==> config.mk <==
export PLATFORM = sky130hd
export DESIGN_NAME = spi_slave_core
export DESIGN_NICKNAME = d
export VERILOG_FILES = /design/src/rtl/spi_pkg.sv /design/src/rtl/spi_pin_sync.sv /design/src/rtl/spi_slave_core.sv
export SDC_FILE = /design/constraint.sdc
export NUM_CORES = 1
export LEC_CHECK = 0
export BUFFER_PORTS_ARGS = -buffer_cell sky130_fd_sc_hd__buf_2
export CAP_MARGIN = 20
export CORE_MARGIN = 5
export CORE_UTILIZATION = 60
export DETAILED_ROUTE_END_ITERATION = 10
export GPL_TIMING_DRIVEN = 0
export PLACE_DENSITY_LB_ADDON = 0.2
export SLEW_MARGIN = 20
export SYNTH_ARGS = -nofsm -noshare
export SYNTH_HDL_FRONTEND = slang
export SYNTH_HIERARCHICAL = 1
export SYNTH_SLANG_ARGS = --single-unit
export TNS_END_PERCENT = 20
==> constraint.sdc <==
create_clock -name clk -period 4.3 [get_ports clk]
set_clock_uncertainty 0.15 [all_clocks]
set_input_delay 1.29 -clock clk [delete_from_list [all_inputs] [get_ports clk]]
set_output_delay 1.29 -clock clk [all_outputs]
set_load 0.05 [all_outputs]
==> src/rtl/spi_pkg.sv <==
// Shared definitions for the SPI slave: {CPOL, CPHA} mode encodings and the frame state.
package spi_pkg;

  localparam logic [1:0] SPI_MODE0 = 2'b00;
  localparam logic [1:0] SPI_MODE1 = 2'b01;
  localparam logic [1:0] SPI_MODE2 = 2'b10;
  localparam logic [1:0] SPI_MODE3 = 2'b11;

  typedef enum logic {
    IDLE   = 1'b0,
    ACTIVE = 1'b1
  } spi_state_e;

  // Modes 0 and 2 sample on the leading SCK edge, modes 1 and 3 on the trailing edge.
  function automatic logic samples_on_leading(input logic [1:0] mode);
    return (mode == SPI_MODE0) || (mode == SPI_MODE2);
  endfunction

endpackage

==> src/rtl/spi_pin_sync.sv <==
// N-stage synchroniser for an asynchronous pin; level and edges come from the two oldest stages.
module spi_pin_sync #(
  parameter int unsigned STAGES  = 3,
  parameter bit          RST_VAL = 1'b0
) (
  input  logic clk,
  input  logic rst,
  input  logic i_pin,
  output logic o_level,
  output logic o_rise,
  output logic o_fall
);

  logic [STAGES-1:0] r_sync;

  always_ff @(posedge clk) begin
    if (rst) r_sync <= {STAGES{RST_VAL}};
    else     r_sync <= {r_sync[STAGES-2:0], i_pin};
  end

  assign o_level = r_sync[STAGES-1];
  assign o_rise  =  r_sync[STAGES-2] & ~r_sync[STAGES-1];
  assign o_fall  = ~r_sync[STAGES-2] &  r_sync[STAGES-1];

endmodule

==> src/rtl/spi_slave_core.sv <==
// Oversampled SPI slave with buffered TX, RX strobe, multi-word frames and status flags.
// Define SPI_SLAVE_LSB_FIRST_EN to shift words LSB-first on MOSI and MISO.
module spi_slave_core
  import spi_pkg::*;
#(
  parameter int unsigned WIDTH = 8,
  parameter bit          CPOL  = 1'b0,
  parameter bit          CPHA  = 1'b0,
  parameter int unsigned CNT_W = 8
) (
  input  logic             clk,
  input  logic             rst,
  input  logic             sck,
  input  logic             ssel_n,
  input  logic             mosi,
  output logic             miso,
  input  logic [WIDTH-1:0] tx_data,
  input  logic             tx_valid,
  output logic             tx_ready,
  output logic [WIDTH-1:0] rx_data,
  output logic             rx_valid,
  output logic             tx_underrun,
  output logic             frame_start,
  output logic             frame_done,
  output logic [CNT_W-1:0] word_cnt,
  output logic             busy
);

  localparam int unsigned    BW       = $clog2(WIDTH);
  localparam logic [1:0]     MODE     = {CPOL, CPHA};
  localparam logic [BW-1:0]  LAST_BIT = BW'(WIDTH - 1);

  spi_state_e       r_state;
  logic [1:0]       r_mosi_sync;
  logic [1:0]       r_fill;
  logic             r_armed;
  logic [BW-1:0]    r_bitcnt;
  logic [CNT_W-1:0] r_word_cnt;
  logic [WIDTH-2:0] r_rx_shift;
  logic [WIDTH-1:0] r_rx_data;
  logic             r_rx_valid;
  logic [WIDTH-1:0] r_tx_shift;
  logic [WIDTH-1:0] r_tx_buf;
  logic             r_tx_ready;
  logic             r_tx_underrun;
  logic             r_frame_start;
  logic             r_frame_done;

  logic w_sck_lvl, w_sck_rise, w_sck_fall;
  logic w_ss_lvl, w_ss_rise, w_ss_fall;
  logic w_lead, w_trail, w_sample, w_shift;
  logic w_active, w_start, w_do_sample, w_do_shift, w_bit0;
  logic w_load, w_capture;
  logic [WIDTH-1:0] w_load_word, w_tx_next, w_rx_next;
  logic [WIDTH-2:0] w_rx_keep;

  spi_pin_sync #(.STAGES(3), .RST_VAL(CPOL)) u_sck_sync (
    .clk     (clk),
    .rst     (rst),
    .i_pin   (sck),
    .o_level (w_sck_lvl),
    .o_rise  (w_sck_rise),
    .o_fall  (w_sck_fall)
  );

  spi_pin_sync #(.STAGES(3), .RST_VAL(1'b1)) u_ssel_sync (
    .clk     (clk),
    .rst     (rst),
    .i_pin   (ssel_n),
    .o_level (w_ss_lvl),
    .o_rise  (w_ss_rise),
    .o_fall  (w_ss_fall)
  );

  assign w_lead   = CPOL ? w_sck_fall : w_sck_rise;
  assign w_trail  = CPOL ? w_sck_rise : w_sck_fall;
  assign w_sample = samples_on_leading(MODE) ? w_lead  : w_trail;
  assign w_shift  = samples_on_leading(MODE) ? w_trail : w_lead;

  assign w_active    = (r_state == ACTIVE);
  assign w_start     = (r_state == IDLE) && r_armed && w_ss_fall;
  assign w_do_sample = w_active && !w_ss_rise && w_sample;
  assign w_do_shift  = w_active && !w_ss_rise && w_shift;
  assign w_bit0      = (r_bitcnt == '0);

  // CPHA=0 preloads at select and reloads between words; CPHA=1 loads on the first leading edge of each word.
  assign w_load = CPHA ? (w_do_shift && w_bit0)
                       : (w_start || (w_do_shift && w_bit0 && (r_word_cnt != '0)));

  assign w_capture   = tx_valid && r_tx_ready;
  assign w_load_word = r_tx_ready ? '0 : r_tx_buf;

`ifdef SPI_SLAVE_LSB_FIRST_EN
  assign w_rx_next = {r_mosi_sync[1], r_rx_shift};
  assign w_rx_keep = w_rx_next[WIDTH-1:1];
  assign w_tx_next = {1'b0, r_tx_shift[WIDTH-1:1]};
  assign miso      = r_tx_shift[0];
`else
  assign w_rx_next = {r_rx_shift, r_mosi_sync[1]};
  assign w_rx_keep = w_rx_next[WIDTH-2:0];
  assign w_tx_next = {r_tx_shift[WIDTH-2:0], 1'b0};
  assign miso      = r_tx_shift[WIDTH-1];
`endif

  always_ff @(posedge clk) begin
    if (rst) begin
      r_state       <= IDLE;
      r_mosi_sync   <= '0;
      r_fill        <= '0;
      r_armed       <= 1'b0;
      r_bitcnt      <= '0;
      r_word_cnt    <= '0;
      r_rx_shift    <= '0;
      r_rx_data     <= '0;
      r_rx_valid    <= 1'b0;
      r_tx_shift    <= '0;
      r_tx_buf      <= '0;
      r_tx_ready    <= 1'b1;
      r_tx_underrun <= 1'b0;
      r_frame_start <= 1'b0;
      r_frame_done  <= 1'b0;
    end else begin
      r_mosi_sync   <= {r_mosi_sync[0], mosi};
      r_rx_valid    <= 1'b0;
      r_tx_underrun <= 1'b0;
      r_frame_start <= 1'b0;
      r_frame_done  <= 1'b0;

      // Frames may only start once the synchroniser holds real pin history showing an idle bus,
      // so a select held low through reset is ignored until it goes high and low again.
      if (r_fill != 2'd3) r_fill <= r_fill + 2'd1;
      if (r_fill == 2'd3 && w_ss_lvl && (w_sck_lvl == CPOL)) r_armed <= 1'b1;

      if (w_capture) begin
        r_tx_buf   <= tx_data;
        r_tx_ready <= 1'b0;
      end else if (w_load) begin
        r_tx_ready <= 1'b1;
      end

      if (w_load) begin
        r_tx_shift    <= w_load_word;
        r_tx_underrun <= r_tx_ready;
      end else if (w_do_shift) begin
        r_tx_shift <= w_tx_next;
      end

      unique case (r_state)
        IDLE: begin
          if (w_start) begin
            r_state       <= ACTIVE;
            r_frame_start <= 1'b1;
            r_bitcnt      <= '0;
            r_word_cnt    <= '0;
          end
        end
        ACTIVE: begin
          if (w_ss_rise) begin
            r_state      <= IDLE;
            r_frame_done <= 1'b1;
            r_bitcnt     <= '0;
            r_tx_shift   <= '0;
          end else if (w_do_sample) begin
            r_rx_shift <= w_rx_keep;
            if (r_bitcnt == LAST_BIT) begin
              r_bitcnt   <= '0;
              r_rx_data  <= w_rx_next;
              r_rx_valid <= 1'b1;
              r_word_cnt <= r_word_cnt + CNT_W'(1);
            end else begin
              r_bitcnt <= r_bitcnt + BW'(1);
            end
          end
        end
        default: r_state <= IDLE;
      endcase
    end
  end

  assign tx_ready    = r_tx_ready;
  assign rx_data     = r_rx_data;
  assign rx_valid    = r_rx_valid;
  assign tx_underrun = r_tx_underrun;
  assign frame_start = r_frame_start;
  assign frame_done  = r_frame_done;
  assign word_cnt    = r_word_cnt;
  assign busy        = (r_state == ACTIVE);

endmodule

==> flow_metrics.py <==
metrics = {
    "worst_setup_path": {
        "path_buf_inv": 1,
        "cp_top_family": "flip-flops",
        "crit_chain": "buf_2",
        "cp_max_fo": 6,
        "cp-start-kind": "flop",
        "cp_slowest_stage_delay_ps": 440,
        "path_class": "reg2out",
        "arrival_ps": 1090,
        "cp.required_ps": 2860,
        "worstSetupEndpointType": "output port",
        "crit_path_top_delay_cell": "dfxtp_1",
    },
    "synth": {
        "synth_area_sq_um": 2420,
        "synthDistinctLibCells": 37,
        "yosysWarnings": 6,
        "synth-seq-area-share_pct": 48.8,
        "ys_async_sr_fraction_pct": 0,
        "ys_top_cells_by_area": "dfxtp_1, nand2_1, a21oi_1",
        "synth_edf_count": 0,
        "synth_common_cells": "dfxtp_1, nand2_1, a21oi_1",
        "synth_largest_area_cell": "dfxtp_1",
        "ys_ff_latch": 59,
        "synth_top_area_share_pct": 48.8,
        "avgSynthCellArea_sq_um": 8.70,
        "synthCells": 278,
        "syn_nets": 298,
        "post-synth-top-count-cell": "dfxtp_1",
        "synth_ff_type": "dfxtp_1",
    },
    "grt": {
        "grt_overflow": 0,
        "grt_pass1_wl_mm": 7.99,
        "grt_max_degree": 11,
        "grt.total_usage_pct": 19.6,
        "grt_pass1_vias": 1807,
        "antenna_found_initial": 0,
    },
    "cells_and_area": {
        "area_delta_synth_final_pct": 17.7,
        "num_antenna_cells": 0,
        "final_nets": 344,
        "drive_above_1_share_pct": 16.1,
        "fin_cells": 379,
        "nFillCells": 314,
    },
    "sta": {
        "grt_setup_unrepaired": "no",
        "hold_violations": 0,
        "period_needed_ps": 2530,
        "min_period_over_period_pct": 58.8,
        "fmax_mhz": 396,
        "max_slew_margin_pct": 63.1,
        "finalSetupViolCount": 0,
        "drv_slew": 0,
        "fin_setup_tns_ps": 0,
        "worstMarginPinSlew_ps": 554,
    },
    "die": {
        "die_w_um": 73.5,
        "coreArea_sq_um": 3940,
        "dieArea_sq_um": 5400,
        "num_rows": 23,
        "ios": 37,
        "start_util_pct": 61.4,
        "die_h_um": 73.5,
    },
    "drt": {
        "via_per_inst": 5.19,
        "drt_iter0_drc": 102,
        "drt-total-wl_mm": 4.63,
        "vias": 1968,
        "firstDrtPassIters": 4,
        "drc": 0,
        "antenna_left": 0,
        "wl_per_cell_um": 12.2,
    },
    "clock_tree": {
        "clk_pin_slew_ps": 60,
        "numClockSinks": 59,
        "root_buffer": "clkbuf_8",
        "hold_buffers": 0,
        "clock_latency_ps": 340,
        "cts-resized-gates": 0,
        "cts_setup_buffers": 0,
        "ctsLongestPathBuffers": 2,
        "cts_tree": "yes",
        "cts_made_buffers": 9,
        "cts_max_level": 3,
    },
    "placed_design": {
        "dp_hpwl_mm": 3.25,
        "io_buffers": 35,
        "dp.cells": 363,
        "gp_congestion": 0.854,
    },
    "power_and_ir_drop": {
        "fin_total_pwr_mw": 1.10,
        "p_per_area_nw_per_um2": 388,
        "ir_drop_uv": 252,
        "leakagePower_nw": 1.19,
    },
    "outcome": {
        "status": "finished, final reports clean",
    },
    "run": {
        "cap_violations": 0,
    },
    "hold_path": {
        "hp-class": "reg2reg",
    },
}
[through the flow]
stage          utilization (%)  hold WS [ps]  setup slack [ps]  area, sq um
6_report                  72.3           256              1770         2850
2_1_floorplan                -           235              2030         2420
3_3_place_gp              67.4           239              1670         2660
4_1_cts                   72.3           258              1760         2850
3_5_place_dp              67.4           243              1640         2660
5_1_grt                   72.3           266              1710         2850
[power breakdown]
part           switching, mW  internal [mW]  leakage (nW)
logic                 0.0385         0.0238         0.609
registers            0.00838          0.562         0.479
clock network          0.200          0.272        0.0997
total                  0.247          0.857          1.19
[metal layers]
metal	track usage (%)	up-vias	wire, um
met5	0	-	0
met4	10.7	0	82
met3	8.21	8	300
met2	28.4	51	2060
met1	24.5	877	2190
li1	-	1032	-
[cell usage in the layout (no fill, tap or decap), types with 3 or more instances in the layout]
| cell | synthesis | final |
|---|---|---|
| nor2b_1 | 9 | 9 |
| xnor2_1 | 3 | 3 |
| ha_1 | 6 | 6 |
| a21boi_0 | 7 | 7 |
| clkbuf_1 | 13 | 15 |
| clkbuf_8 | 0 | 13 |
| nand4_1 | 3 | 3 |
| o21bai_1 | 7 | 7 |
| nor2_1 | 22 | 22 |
| inv_1 | 5 | 5 |
| mux2i_1 | 10 | 10 |
| nand2_1 | 53 | 53 |
| a21oi_1 | 27 | 27 |
| or2_1 | 4 | 4 |
| xor2_1 | 4 | 4 |
| dfxtp_1 | 59 | 59 |
| nand3_1 | 20 | 20 |
| buf_2 | 0 | 35 |
[area by class of cell]
cell class | count | area, sq um | area share, %
Buffer | 16 | 67.6 | 2.37
Clock buffer | 15 | 186 | 6.54
Clock inverter | 1 | 5.00 | 0.176
Inverter | 5 | 18.8 | 0.659
Multi-Input combinational cell | 198 | 1150 | 40.4
Sequential cell | 59 | 1180 | 41.5
Tap cell | 50 | 62.6 | 2.20
Timing Repair Buffer | 35 | 175 | 6.15
[worst paths after layout]
| kind | slack [ps] | cells after the start | start | end |
|---|---|---|---|---|
| max | 1770 | 1 | word_cnt[2] | word_cnt[2] |
| min reg2reg | 260 | 1 | u_ssel_sync/r_sync[0] | u_ssel_sync/r_sync[1] |
| max reg2reg | 2260 | 7 | word_cnt[0] | tx_ready |
| min | 260 | 1 | u_ssel_sync/r_sync[0] | u_ssel_sync/r_sync[1] |
[cell families after synthesis]
logic type | synth area share, %
and+or+nand+nor | 24.9
buffers and inverters | 3.57
AOI/OAI and AO/OA | 12.9
DFF | 48.8
xor gates and xnor gates | 2.53
adders and majority gates | 3.10
muxes | 4.14
[registers in the layout, summed over array words and instances (netlist names), 3 cells and up]
name                count
r_bitcnt                3
rx_data                 8
r_tx_shift              8
word_cnt                8
r_tx_buf                8
u_ssel_sync/r_sync      3
u_sck_sync/r_sync       3
r_rx_shift              7
Power figures use the tool's default switching activity.
